**config.mk**
```make
export PLATFORM = sky130hd
export DESIGN_NAME = mem_access_unit
export DESIGN_NICKNAME = d
export VERILOG_FILES = /design/src/rtl/mem_access_unit.sv
export SDC_FILE = /design/constraint.sdc
export NUM_CORES = 1
export LEC_CHECK = 0
export BUFFER_PORTS_ARGS = -buffer_cell sky130_fd_sc_hd__buf_2
export CAP_MARGIN = 20
export CORE_UTILIZATION = 25
export CTS_CLUSTER_SIZE = 16
export DETAILED_ROUTE_END_ITERATION = 6
export SYNTH_ARGS = -nofsm -noshare
export SYNTH_HDL_FRONTEND = slang
export SYNTH_SLANG_ARGS = --single-unit
```
**constraint.sdc**
```tcl
create_clock -name clk_MemAcc -period 1.8 [get_ports clk_MemAcc]
set_clock_uncertainty 0.15 [all_clocks]
set_input_delay 0.45 -clock clk_MemAcc [delete_from_list [all_inputs] [get_ports clk_MemAcc]]
set_output_delay 0.45 -clock clk_MemAcc [all_outputs]
set_load 0.05 [all_outputs]
```
**src/rtl/mem_access_unit.sv**
```systemverilog
// MEM-stage data-memory access unit: runs one req/ack transaction per load or
// store, stalls upstream while it is outstanding and registers the MEM/WB bundle.
module mem_access_unit #(
  parameter int TIMEOUT = 15
) (
  input  logic        clk_MemAcc,
  input  logic        rst_MemAcc,
  input  logic        valid_in_MemAcc,
  input  logic [31:0] ALU_in_MemAcc,
  input  logic [31:0] Rs2_in_MemAcc,
  input  logic        MemRW_in_MemAcc,
  input  logic [1:0]  MemtoReg_in_MemAcc,
  input  logic [4:0]  Rd_addr_in_MemAcc,
  input  logic        RegWrite_in_MemAcc,
  input  logic [31:0] PC4_in_MemAcc,
  output logic        stall_out_MemAcc,
  output logic        dmem_req_out_MemAcc,
  output logic        dmem_we_out_MemAcc,
  output logic [31:0] dmem_addr_out_MemAcc,
  output logic [31:0] dmem_wdata_out_MemAcc,
  input  logic        dmem_ack_in_MemAcc,
  input  logic [31:0] dmem_rdata_in_MemAcc,
  output logic        valid_out_MemAcc,
  output logic [4:0]  Rd_addr_out_MemAcc,
  output logic        RegWrite_out_MemAcc,
  output logic [1:0]  MemtoReg_out_MemAcc,
  output logic [31:0] ALU_out_MemAcc,
  output logic [31:0] Mem_data_out_MemAcc,
  output logic [31:0] PC4_out_MemAcc,
  output logic        err_out_MemAcc
);

  localparam int CNT_W = $clog2(TIMEOUT) + 1;
  localparam logic [CNT_W-1:0] CNT_LAST = CNT_W'(TIMEOUT - 1);

  typedef enum logic {IDLE = 1'b0, BUSY = 1'b1} state_t;

  state_t           state_reg, state_next;
  logic [CNT_W-1:0] cnt_reg, cnt_next;

  // Transaction latches, captured only when a memory op is accepted in IDLE
  logic [31:0] addr_reg, wdata_reg, alu_reg, pc4_reg;
  logic        we_reg, regwrite_reg;
  logic [4:0]  rd_reg;
  logic [1:0]  memtoreg_reg;
  logic        err_reg;

  logic        wb_valid_reg, wb_valid_next;
  logic [4:0]  wb_rd_reg, wb_rd_next;
  logic        wb_regwrite_reg, wb_regwrite_next;
  logic [1:0]  wb_memtoreg_reg, wb_memtoreg_next;
  logic [31:0] wb_alu_reg, wb_alu_next;
  logic [31:0] wb_mdata_reg, wb_mdata_next;
  logic [31:0] wb_pc4_reg, wb_pc4_next;

  logic        need_mem, busy, acked, timed_out, accept_mem;
  logic        stall_c, req_c, we_c;
  logic [31:0] load_data;

  assign need_mem   = valid_in_MemAcc & (MemRW_in_MemAcc | (MemtoReg_in_MemAcc == 2'b01));
  assign busy       = (state_reg == BUSY);
  assign acked      = busy & dmem_ack_in_MemAcc;
  assign timed_out  = busy & ~dmem_ack_in_MemAcc & (cnt_reg == CNT_LAST);
  assign accept_mem = (state_reg == IDLE) & need_mem;

  // Stores return no data, so the read bus is masked per bit by the latched we
  genvar gi;
  generate
    for (gi = 0; gi < 32; gi++) begin : g_load_data
      assign load_data[gi] = dmem_rdata_in_MemAcc[gi] & ~we_reg;
    end
  endgenerate

  always_ff @(posedge clk_MemAcc) begin
    if (rst_MemAcc) begin
      state_reg <= IDLE;
    end else begin
      state_reg <= state_next;
    end
  end

  always_comb begin
    state_next = state_reg;
    case (state_reg)
      IDLE: if (need_mem) state_next = BUSY;
      BUSY: if (acked || timed_out) state_next = IDLE;
      default: state_next = IDLE;
    endcase
  end

  always_comb begin
    stall_c          = 1'b0;
    req_c            = 1'b0;
    we_c             = 1'b0;
    cnt_next         = '0;
    wb_valid_next    = 1'b0;
    wb_rd_next       = '0;
    wb_regwrite_next = 1'b0;
    wb_memtoreg_next = '0;
    wb_alu_next      = '0;
    wb_mdata_next    = '0;
    wb_pc4_next      = '0;
    case (state_reg)
      IDLE: begin
        if (need_mem) begin
          stall_c = 1'b1;
        end else if (valid_in_MemAcc) begin
          wb_valid_next    = 1'b1;
          wb_rd_next       = Rd_addr_in_MemAcc;
          wb_regwrite_next = RegWrite_in_MemAcc;
          wb_memtoreg_next = MemtoReg_in_MemAcc;
          wb_alu_next      = ALU_in_MemAcc;
          wb_pc4_next      = PC4_in_MemAcc;
        end
      end
      BUSY: begin
        req_c   = 1'b1;
        we_c    = we_reg;
        stall_c = ~dmem_ack_in_MemAcc & ~timed_out;
        if (!(acked || timed_out)) begin
          cnt_next = cnt_reg + CNT_W'(1);
        end
        // An abort still retires the slot, but without a register write
        if (acked || timed_out) begin
          wb_valid_next    = 1'b1;
          wb_rd_next       = rd_reg;
          wb_regwrite_next = acked ? regwrite_reg : 1'b0;
          wb_memtoreg_next = memtoreg_reg;
          wb_alu_next      = alu_reg;
          wb_mdata_next    = acked ? load_data : 32'h0;
          wb_pc4_next      = pc4_reg;
        end
      end
      default: begin
        stall_c = 1'b0;
      end
    endcase
    if (rst_MemAcc) begin
      stall_c = 1'b0;
      req_c   = 1'b0;
      we_c    = 1'b0;
    end
  end

  always_ff @(posedge clk_MemAcc) begin
    if (rst_MemAcc) begin
      cnt_reg         <= '0;
      addr_reg        <= '0;
      wdata_reg       <= '0;
      alu_reg         <= '0;
      pc4_reg         <= '0;
      we_reg          <= 1'b0;
      regwrite_reg    <= 1'b0;
      rd_reg          <= '0;
      memtoreg_reg    <= '0;
      err_reg         <= 1'b0;
      wb_valid_reg    <= 1'b0;
      wb_rd_reg       <= '0;
      wb_regwrite_reg <= 1'b0;
      wb_memtoreg_reg <= '0;
      wb_alu_reg      <= '0;
      wb_mdata_reg    <= '0;
      wb_pc4_reg      <= '0;
    end else begin
      cnt_reg <= cnt_next;
      if (accept_mem) begin
        addr_reg     <= ALU_in_MemAcc;
        wdata_reg    <= Rs2_in_MemAcc;
        we_reg       <= MemRW_in_MemAcc;
        alu_reg      <= ALU_in_MemAcc;
        pc4_reg      <= PC4_in_MemAcc;
        regwrite_reg <= RegWrite_in_MemAcc;
        rd_reg       <= Rd_addr_in_MemAcc;
        memtoreg_reg <= MemtoReg_in_MemAcc;
      end
      if (timed_out) begin
        err_reg <= 1'b1;
      end
      wb_valid_reg    <= wb_valid_next;
      wb_rd_reg       <= wb_rd_next;
      wb_regwrite_reg <= wb_regwrite_next;
      wb_memtoreg_reg <= wb_memtoreg_next;
      wb_alu_reg      <= wb_alu_next;
      wb_mdata_reg    <= wb_mdata_next;
      wb_pc4_reg      <= wb_pc4_next;
    end
  end

  assign stall_out_MemAcc      = stall_c;
  assign dmem_req_out_MemAcc   = req_c;
  assign dmem_we_out_MemAcc    = we_c;
  assign dmem_addr_out_MemAcc  = addr_reg;
  assign dmem_wdata_out_MemAcc = wdata_reg;
  assign valid_out_MemAcc      = wb_valid_reg;
  assign Rd_addr_out_MemAcc    = wb_rd_reg;
  assign RegWrite_out_MemAcc   = wb_regwrite_reg;
  assign MemtoReg_out_MemAcc   = wb_memtoreg_reg;
  assign ALU_out_MemAcc        = wb_alu_reg;
  assign Mem_data_out_MemAcc   = wb_mdata_reg;
  assign PC4_out_MemAcc        = wb_pc4_reg;
  assign err_out_MemAcc        = err_reg;

endmodule
```
==> results.cfg, run 1 <==
[run_status]
status = finished, violations left
violations = negative setup slack

[final_layout]
fin_util_pct = 38.4
layout_commonest_cell = buf_2
layout_common_cells = buf_2 (288), dfxtp_1 (214), nand2b_1 (206), mux2i_1 (102), dlygate4sd3_1 (91)
drive_gt1_share_pct = 35.1
fin_area_sq_um = 12200
area_growth_pct = 50.4
final-seq-area_sq_um = 4350
fillCellCount = 3070
multi_input_area_sq_um = 3480
layout.nets = 1281

[yosys]
syn_area_sq_um = 8110
synth_seq_cells = 217
yosysSeqAreaShare_pct = 53.6
avgSynthCellArea_sq_um = 11.2
synth_edf_count = 0
ys_async_sr_fraction_pct = 0
synth_ff_type = dfxtp_1
yosysWarnings = 0
syn_nets = 869
syn-instance-count = 726
synthDistinctLibCells = 36

[global_routing]
grtUsageMet3_pct = 3.75
grt_max_degree = 134
grt_first_pass_wirelength_um = 34500
grt_usage_pct = 12.8
grt_pass1_vias = 6664
met1_usage_pct = 14.1
grt-ovfl-total = 0
antenna_found_initial = 2
grt.busiest_layer = met2
met2_usage_pct = 23.4

[cts]
cts_tree = done
cts_max_level = 1
root_buffer = clkbuf_16
clk_pin_slew_ps = 60
cts_sinks = 217
worstSkewPairLatency_ps = 520
cts_buffers = 26
clk_path_buf_depth = 3

[detailed_routing]
ant_nets = 0
drtIter0Drc = 226
firstDrtPassIters = 4
vias_per_cell = 4.22
vias = 6568
drcViolationCount = 0
wl_per_cell_um = 14.4
drt_wl_total_um = 22400

[worst_setup_path]
path_class = reg -> out
crit_buf_inv = 2
cp-end-kind = output port
slowest_stage = dfxtp_2
crit_family = flip-flops
crit_required_ps = 1200
start_kind = flip-flop
arrival_ps = 1530
crit_path_cell_trace = inv_2 -> ha_4 -> nand4b_1 -> nand2_2 -> o22ai_4 -> buf_6
cp_max_fo = 2
max_stage_delay_ps = 330

[timing]
rsz0062_at_grt = yes
layout_min_cycle_time_ps = 2130
fin_tns_setup_ps = -677
hold_violations = 0
worstMarginPinSlew_ps = 568
setup_viol = 3
fin_crit_sh_pct = 118
finalMaxSlewViolations = 0
relSlewSlack_pct = 62.1
fmax_mhz = 470
timing.final.ws_setup_ps = -329

[placement]
portBuffers = 313
globalplace.congestion = 0.736
placed_area_sq_um = 10200
dp_hpwl_um = 14000
place_ws_ps = -176

[die]
die_x_um = 182
start_util_pct = 25.6
dieArea_sq_um = 33200
ios = 314
fp-row-count = 65
dieHeight_um = 182
placeableCoreArea_sq_um = 31700

[power_and_ir_drop]
p_leak_nw = 5.50
vdd_drop_max_v = 0.000595
powerDensity_nw_per_um2 = 991

[min_path]
hp-class = in -> reg

[job]
maxCapViolCount = 0
[Yosys cell counts (2+ instances only)]
cell type  instances  area [sq um]
dfxtp_1          217          4340
mux2i_1          102          1020
clkbuf_1          28           105
o21ai_0            2          10.0
nor3_1             5          25.0
ha_1               2          25.0
nand2b_1         207          1290
nor2_1             3          11.3
and2_1            34           213
o22ai_1            3          18.8
inv_1              3          11.3
a22o_1            71           622
buf_2             11          55.1
buf_6             14           158
nand3_1            2          10.0
xor2_1             2          17.5
[worst register-to-register path, stage by stage (launching register included)]
cell	delay, ps
dfxtp_2	350
buf_6	100
nand2b_4	90
buf_4	150
buf_4	140
a21oi_4	140
buf_12	150
buf_12	180
a22o_1	200
[metrics by stage]
step,cells,hold WS (ps),power [mW]
2_1_floorplan,726,298,6.27
5_1_grt,1558,10.4,12.6
3_5_place_dp,1413,309,6.74
6_report,1558,26.5,12.1
3_3_place_gp,1413,305,6.72
4_1_cts,1551,1.69,12.3
[cell families after synthesis]
kind of cell / synth area share (%)
buffers and inverters: 4.24
and+or+nand+nor: 20.2
adders and majority gates: 0.309
AOI/OAI and AO/OA: 8.70
xor gates and xnor gates: 0.324
muxes: 12.6
DFF: 53.6
[report_power, final]
part	leakage [nW]	switching, mW	internal, mW	total [mW]
clock	0.420	2.01	3.24	5.25
combinational	3.31	1.01	0.703	1.71
sequential	1.77	0.106	5.01	5.12
total	5.50	3.13	8.96	12.1
[layer usage]
layer  vias to the layer above  part of all wire (%)  wire length [um]
li1                       3270                     -                 -
met1                      3047                    41              9210
met2                       218                    50             11200
met3                        33                   6.8              1520
met4                         0                   2.3               507
met5                         -                     0                 0
[path summary, 6_finish.rpt]
kind                             from                  endpoint  slack [ps]  cells after the start
min                 ALU_in_MemAcc[11]        ALU_out_MemAcc[11]          30                      2
max                        cnt_reg[0]          stall_out_MemAcc        -330                      6
max reg2reg                      busy        ALU_out_MemAcc[22]          90                      8
min reg2reg  dmem_wdata_out_MemAcc[8]  dmem_wdata_out_MemAcc[8]         320                      2
[cell type report]
class                      count  area share, %
antenna                        2         0.0411
clock buffer                  36           6.31
clock inverter                 8          0.801
inverter                       5          0.216
multi-input combinational    450           28.5
sequential                   217           35.7
tap                          402           4.13
timing repair buffer         438           24.3
[what timing repair did]
item                                    CTS  global route
hold buffers                             91             0
endpoints found under the setup margin    8            55
cloned                                    0             1
pin swaps                                 2             2
endpoints found under the hold margin    91             0
buffers inserted                          3             5
resized for setup                        19            21
Note: power is estimated with default switching activity, not from simulation.
==> inputs of run 2 (changes only) <==
--- a/config.mk
+++ b/config.mk
@@ -7,7 +7,7 @@
 export LEC_CHECK = 0
 export BUFFER_PORTS_ARGS = -buffer_cell sky130_fd_sc_hd__buf_2
 export CAP_MARGIN = 20
-export CORE_UTILIZATION = 25
+export CORE_UTILIZATION = 30
 export CTS_CLUSTER_SIZE = 16
 export DETAILED_ROUTE_END_ITERATION = 6
 export SYNTH_ARGS = -nofsm -noshare
==> run 2 against run 1 <==
Compared with the run above:
- sequential power about the same
- first-iteration DRC count up 15%
- cell area up 3.4%
- global-route usage up 3.5 points
- sequential share of layout area down 1.2 points
- core utilization up 9.5 points
- worst hold slack worse by 2.4 ps
- die area down 16%
- the flow finishes with violations (design-rule violations, negative setup slack)
- combinational power up 8%
- via count up 1.8%
- clock-buffer cell count down 2
==> results.cfg, run 2 (same netlist as run 1, synthesis figures left out) <==
[cts]
cts_max_level = 1
clk_pin_slew_ps = 60
cts_tree = done
root_buffer = clkbuf_16
worstSkewPairLatency_ps = 520
clk_path_buf_depth = 3
cts_buffers = 24
cts_sinks = 217

[power_and_ir_drop]
swShare_pct = 26.5
power.internal_mw = 8.67
p_total_mw = 11.8
p_switching_mw = 3.13
vdd_drop_max_v = 0.000589
seq_power_share_pct = 43.4
p_comb_share_pct = 15.7
power_frac_clock_pct = 41.0
p_leak_nw = 5.73
powerDensity_nw_per_um2 = 936

[placement]
dp_hpwl_um = 14500
portBuffers = 313
globalplace.congestion = 0.734
placed_area_sq_um = 10300
place_ws_ps = -111

[worst_setup_path]
crit_required_ps = 1200
start_kind = flip-flop
slowest_stage = dfxtp_4
cp_max_fo = 4
arrival_ps = 1560
crit_path_cell_trace = buf_4 -> buf_6 -> nand2b_4 -> inv_8 -> and2_4 -> buf_8
max_stage_delay_ps = 360
path_class = reg -> out
cp-end-kind = output port

[timing]
fin_crit_sh_pct = 120
worstMarginPinSlew_ps = 300
hold-worst-slack_ps = 24.1
layout_min_cycle_time_ps = 2160
timing.final.ws_setup_ps = -356
rsz0062_at_grt = yes
finalMaxSlewViolations = 0
relSlewSlack_pct = 79.8
hold_violations = 0
fmax_mhz = 464
setup_viol = 99

[detailed_routing]
vias = 6688
drcViolationCount = 25
ant_nets = 0
drt_wl_total_um = 24400
vias_per_cell = 4.41
wl_per_cell_um = 16.1
firstDrtPassIters = 7
drtIter0Drc = 260

[final_layout]
diodes = 0
layout_common_cells = buf_2 (286), dfxtp_1 (214), nand2b_1 (206), mux2i_1 (102), dlygate4sd3_1 (86)
fin_util_pct = 48.0
layout.nets = 1310
fillCellCount = 2451
area_growth_pct = 55.5
layout_commonest_cell = buf_2
drive_gt1_share_pct = 36.9
fin_area_sq_um = 12600

[die]
start_util_pct = 30.9
ios = 314
die_x_um = 166
dieHeight_um = 166
fp-row-count = 59
placeableCoreArea_sq_um = 26300
dieArea_sq_um = 27700

[global_routing]
grt_first_pass_wirelength_um = 36200
grt_usage_pct = 16.4
grt-ovfl-total = 0
grt_max_degree = 76
antenna_found_initial = 0
grt_pass1_vias = 6661

[job]
maxCapViolCount = 0

[min_path]
hp-class = in -> reg

[run_status]
violations = design-rule violations, negative setup slack
status = finished, violations left
run 2: metrics by stage:
step / std cells / setup TNS (ps)
5_1_grt: 1517 / -16490
2_1_floorplan: 726 / -14.1
3_3_place_gp: 1359 / -657
3_5_place_dp: 1359 / -1700
6_report: 1517 / -10690
4_1_cts: 1506 / -12030
run 2: power by group through the flow:
| stage | Clock (mW) | Combinational, mW | Sequential [mW] |
|---|---|---|---|
| global placement | 0 | 1.55 | 5.21 |
| floorplan | 0 | 0.555 | 5.71 |
| finish | 4.84 | 1.85 | 5.12 |
| detailed placement | 0 | 1.57 | 5.22 |
| global route | 5.18 | 1.96 | 5.14 |
| CTS | 5.03 | 1.79 | 5.11 |
run 2: final cells by class:
type	count	area, sq um	share of cell area [%]
clock inverters	7	98.8	0.784
well taps	335	419	3.32
repair buffers	469	3550	28.2
multi-input cells	450	3490	27.7
inverters	5	26.3	0.208
clock buffers	34	668	5.30
flip-flops and latches	217	4350	34.5
run 2: final timing paths:
path / start / end / cells past startpoint / slack, ps
worst min register to register: dmem_wdata_out_MemAcc[30] / dmem_wdata_out_MemAcc[30] / 2 / 320
worst max register to register: busy / PC4_out_MemAcc[25] / 11 / -200
worst min-delay path: PC4_in_MemAcc[24] / PC4_out_MemAcc[24] / 2 / 20
worst max-delay path: busy / dmem_we_out_MemAcc / 6 / -360
run 2: per-layer routing:
| metal | track usage [%] | up-vias | part of all wire [%] |
|---|---|---|---|
| li1 | - | 3329 | - |
| met1 | 19.0 | 3109 | 41 |
| met2 | 29.4 | 213 | 50 |
| met3 | 3.93 | 37 | 5.9 |
| met4 | 5.27 | 0 | 2.7 |
| met5 | 0 | - | 0 |
run 2: worst max-delay path, delay by kind of cell, from the launching register on:
family | cells | cell delay (ps)
DFF | 1 | 360
and+or+nand+nor | 2 | 250
buffers and inverters | 4 | 410
run 2: what timing repair did:
action | CTS | global route
endpoints found under the setup margin | 9 | 140
resized for setup | 42 | 27
hold buffers | 86 | 0
endpoints found under the hold margin | 86 | 0
pin swaps | 75 | 2
buffers inserted | 16 | 11
gates cloned | 6 | 5
